**src/rtl/sysid_checker_timer.sv**
```systemverilog
// sysid_checker_timer: saturating stall counter for one Avalon read.
//   clock, reset - clock and synchronous active-high reset
//   clear        - restart counting from zero (read state entry)
//   inc          - this cycle is a stall cycle
//   expired      - this stall cycle is the TIMEOUT_CYCLES-th one of the read
module sysid_checker_timer #(
   parameter int unsigned TIMEOUT_CYCLES = 16
) (
   input  logic clock,
   input  logic reset,
   input  logic clear,
   input  logic inc,
   output logic expired
);

   localparam int unsigned CntW = $clog2(TIMEOUT_CYCLES + 1);
   localparam logic [CntW-1:0] Limit = CntW'(TIMEOUT_CYCLES);

   logic [CntW-1:0] count_q;

   // Flag on the stall that brings the count to the limit, so the read strobe
   // is gone in the very next cycle.
   assign expired = inc && (count_q >= Limit - 1'b1);

   always_ff @(posedge clock) begin
      if (reset) begin
         count_q <= '0;
      end else if (clear) begin
         count_q <= '0;
      end else if (inc && (count_q != Limit)) begin
         count_q <= count_q + 1'b1;
      end
   end

endmodule

```
**config.mk**
```make
export PLATFORM = sky130hd
export DESIGN_NAME = sysid_checker_timer
export DESIGN_NICKNAME = d
export VERILOG_FILES = /design/src/rtl/sysid_checker_timer.sv
export SDC_FILE = /design/constraint.sdc
export NUM_CORES = 1
export LEC_CHECK = 0
export BUFFER_PORTS_ARGS = -buffer_cell sky130_fd_sc_hd__buf_2
export CORE_AREA = 2 2 39 41
export CTS_BUF_LIST = sky130_fd_sc_hd__clkbuf_16
export DETAILED_ROUTE_END_ITERATION = 16
export DIE_AREA = 0 0 41 43
export GPL_ROUTABILITY_DRIVEN = 0
export MAX_ROUTING_LAYER = met4
export PLACE_DENSITY = 0.5
export SETUP_SLACK_MARGIN = 0.2
export SKIP_LAST_GASP = 1
export SLEW_MARGIN = 0
export SYNTH_ARGS = -nofsm -noshare
export SYNTH_HDL_FRONTEND = slang
export SYNTH_SLANG_ARGS = --single-unit
```
**constraint.sdc**
```tcl
create_clock -name clock -period 1.5 [get_ports clock]
set_input_delay 0.075 -clock clock [delete_from_list [all_inputs] [get_ports clock]]
set_output_delay 0.075 -clock clock [all_outputs]
set_load 0.05 [all_outputs]
```
==> run_results.csv <==
group,metric,value,unit
detailed_routing,ant_nets,0,
worst_setup_path,regToRegStartpoint,"count_q[1]$_SDFFE_PP0P_",
timing,timing.fmax,0.701,GHz
die,die_w,41,um
cts,root_buffer,"clkbuf_16",
synth,syn_nets,40,
detailed_routing,wirelength,729,um
run_status,status,"completed",
synth,synth_cell_types,19,
die,num_rows,14,
cells_and_area,mostFrequentLayoutCell,"nand2_1",
worst_setup_path,critPathMaxFanout,2,
cells_and_area,multi_input_area,265,um^2
cells_and_area,largest-register,"count_q",
cells_and_area,fin_nets,52,
die,die-area,1760,um^2
timing,hold_viol_final,0,
worst_setup_path,worst_setup_path_end_kind,"primary output",
worst_setup_path,crit_type,"register to primary output",
global_routing,grt_pass1_wl,1.11,mm
worst_setup_path,critPathRequiredTime,1.42,ns
die,coreArea,1380,um^2
placed_design,place_inst,53,
cells_and_area,antenna_cells,0,
detailed_routing,drc_errors,0,
cells_and_area,fill_cells,134,
placed_design,post_dp_cell_area,368,um^2
timing,rsz0062_at_grt,"yes",
global_routing,grt_max_degree,8,
worst_setup_path,crit_start,"count_q[0]$_SDFFE_PP0P_",
worst_setup_path,r2r_setup_slack,0.30,ns
synth,ys_seq_area_share,32.1,%
die,initial_utilization,22.5,%
global_routing,overflow,0,
timing,slew_viol_final,0,
synth,yosysWarnings,0,
detailed_routing,wl_per_cell,12.2,um
synth,synth_area_per_cell,9.44,um^2
placed_design,place_hpwl,464,um
cells_and_area,fin_area,529,um^2
pwr,p_per_area,1170,nW/um^2
worst_setup_path,cp_data_arrival_time,1.35,ns
cells_and_area,stdcell_count,60,
timing,relSlewSlack,84.3,%
worst_setup_path,crit_end,"expired",
cells_and_area,final-seq-area,105,um^2
worst_setup_path,reg2reg_depth,6,
cts,clk_latency,0.23,ns
timing,period_minus_slack,1.43,ns
cts,cts-htree-levels,1,
synth,synth-seq-cells,5,
cts,cts_tree,"yes",
timing,clock_skew,0.000831,ns
cts,clock-sinks,5,
pwr,power.leakage,0.197,nW
detailed_routing,vias,273,
timing,worstMarginPinSlew,0.235,ns
cts,cts_made_buffers,3,
worst_setup_path,r2r_end,"count_q[1]$_SDFFE_PP0P_",
worst_setup_path,start_kind,"register",
global_routing,grt.total_usage,10.9,%
synth,syn_inst,33,
detailed_routing,first_pass_iters,4,
placed_design,port-buffer-count,4,
run,max-cap-violations,0,
die,die_y,43,um
global_routing,antenna_found_initial,0,
cells_and_area,area_delta_synth_final,69.9,%
min_path,holdPathStages,2,
detailed_routing,viasPerCell,4.55,
timing,tns,0,ns
pwr,vdd_ir_drop_max,0.000396,V
die,ios,5,
timing,setup_viol,0,
detailed_routing,drtIter0Drc,5,
cts,cts_buffer_depth,2,
cts,path_clk_slew,0.03,ns
synth,syn_area,312,um^2
cells_and_area,largest_reg_flops,5,
timing,finalCritPeriodShare,95.2,%
cells_and_area,reg_top3,"count_q: 5 flops",
cells_and_area,layout-drive-gt1-share,52.3,%
global_routing,grt_pass1_vias,261,
min_path,worstHoldPathType,"primary input to register",
stage by stage:
stage,power (mW),worst slack [ns],utilization (%),hold WS (ns)
after floorplan,0.164,0.209,-,0.144
after detailed placement,0.177,0.0798,26.6,0.294
after global routing,0.639,0.0126,38.2,0.0726
after global placement,0.177,0.102,26.6,0.291
after CTS,0.621,0.0639,36.8,0.0566
final,0.621,0.0726,38.2,0.0556
worst max-delay path, cell delays in order (launching register included):
cell and delay, ns:
dfxtp_4 0.34, ha_4 0.15, and3_4 0.18, ha_4 0.16, nor2_4 0.09, a21boi_4 0.05
buf_6 0.15
final cells by class:
type	count	share of cell area, %
clock inverters	1	0.709
clock buffers	3	14.2
repair buffers	7	9.22
multi-input cells	25	50.1
well taps	16	3.78
inverters	3	2.13
flip-flops and latches	5	19.9
worst min-delay path by stage:
stage | slack (ns) | from | to
finish | 0.06 | clear | count_q[3]$_SDFFE_PP0P_
global route | 0.07 | clear | count_q[3]$_SDFFE_PP0P_
CTS | 0.06 | clear | count_q[3]$_SDFFE_PP0P_
detailed placement | 0.29 | clear | count_q[3]$_SDFFE_PP0P_
global placement | 0.29 | reset | count_q[3]$_SDFFE_PP0P_
floorplan | 0.14 | clear | count_q[3]$_SDFFE_PP0P_
synthesized netlist by cell type:
master     instances  area, um^2
mux2i_1            2        20.0
nand4bb_4          1        27.5
a21boi_0           1        7.51
nand2_1            5        18.8
and3_2             1        7.51
dfxtp_1            5         100
nand2_2            1        6.26
nand3b_1           1        7.51
xor2_1             1        8.76
nor2_4             1        11.3
inv_1              3        11.3
nand3_1            1        5.00
o21ai_1            1        5.00
o21ai_0            1        5.00
ha_1               3        37.5
nor3_2             1        10.0
a31oi_1            1        6.26
nor2_1             1        3.75
nand4_1            2        12.5
per-layer routing:
layer	routed length (um)	track usage, %	vias up
met2	378	15.0	6
met4	42	14.0	0
met1	277	10.0	124
li1	-	-	138
met5	0	-	-
met3	31	3.14	5
kinds of logic after synthesis:
group / count (synthesis) / synth area share (%)
simple gates: 15 / 35.3
flops: 5 / 32.1
compound gates: 4 / 7.63
buf+inv: 3 / 3.61
fa+ha+maj: 3 / 12.0
mux: 2 / 6.43
xor+xnor: 1 / 2.81
timing repair:
| item | in CTS | in global routing |
|---|---|---|
| endpoints found under the setup margin | 1 | 3 |
| gates resized for setup | 8 | 5 |
| hold buffers | 0 | 0 |
| cloned | 0 | 0 |
| setup buffers | 3 | 0 |
| pin swaps | 4 | 4 |
where the power goes:
group | switching, mW | internal (mW)
Combinational | 0.0243 | 0.0207
Clock | 0.0901 | 0.345
Sequential | 0.00390 | 0.136
Total | 0.118 | 0.502
No activity file was read; power rests on OpenSTA's default activity.
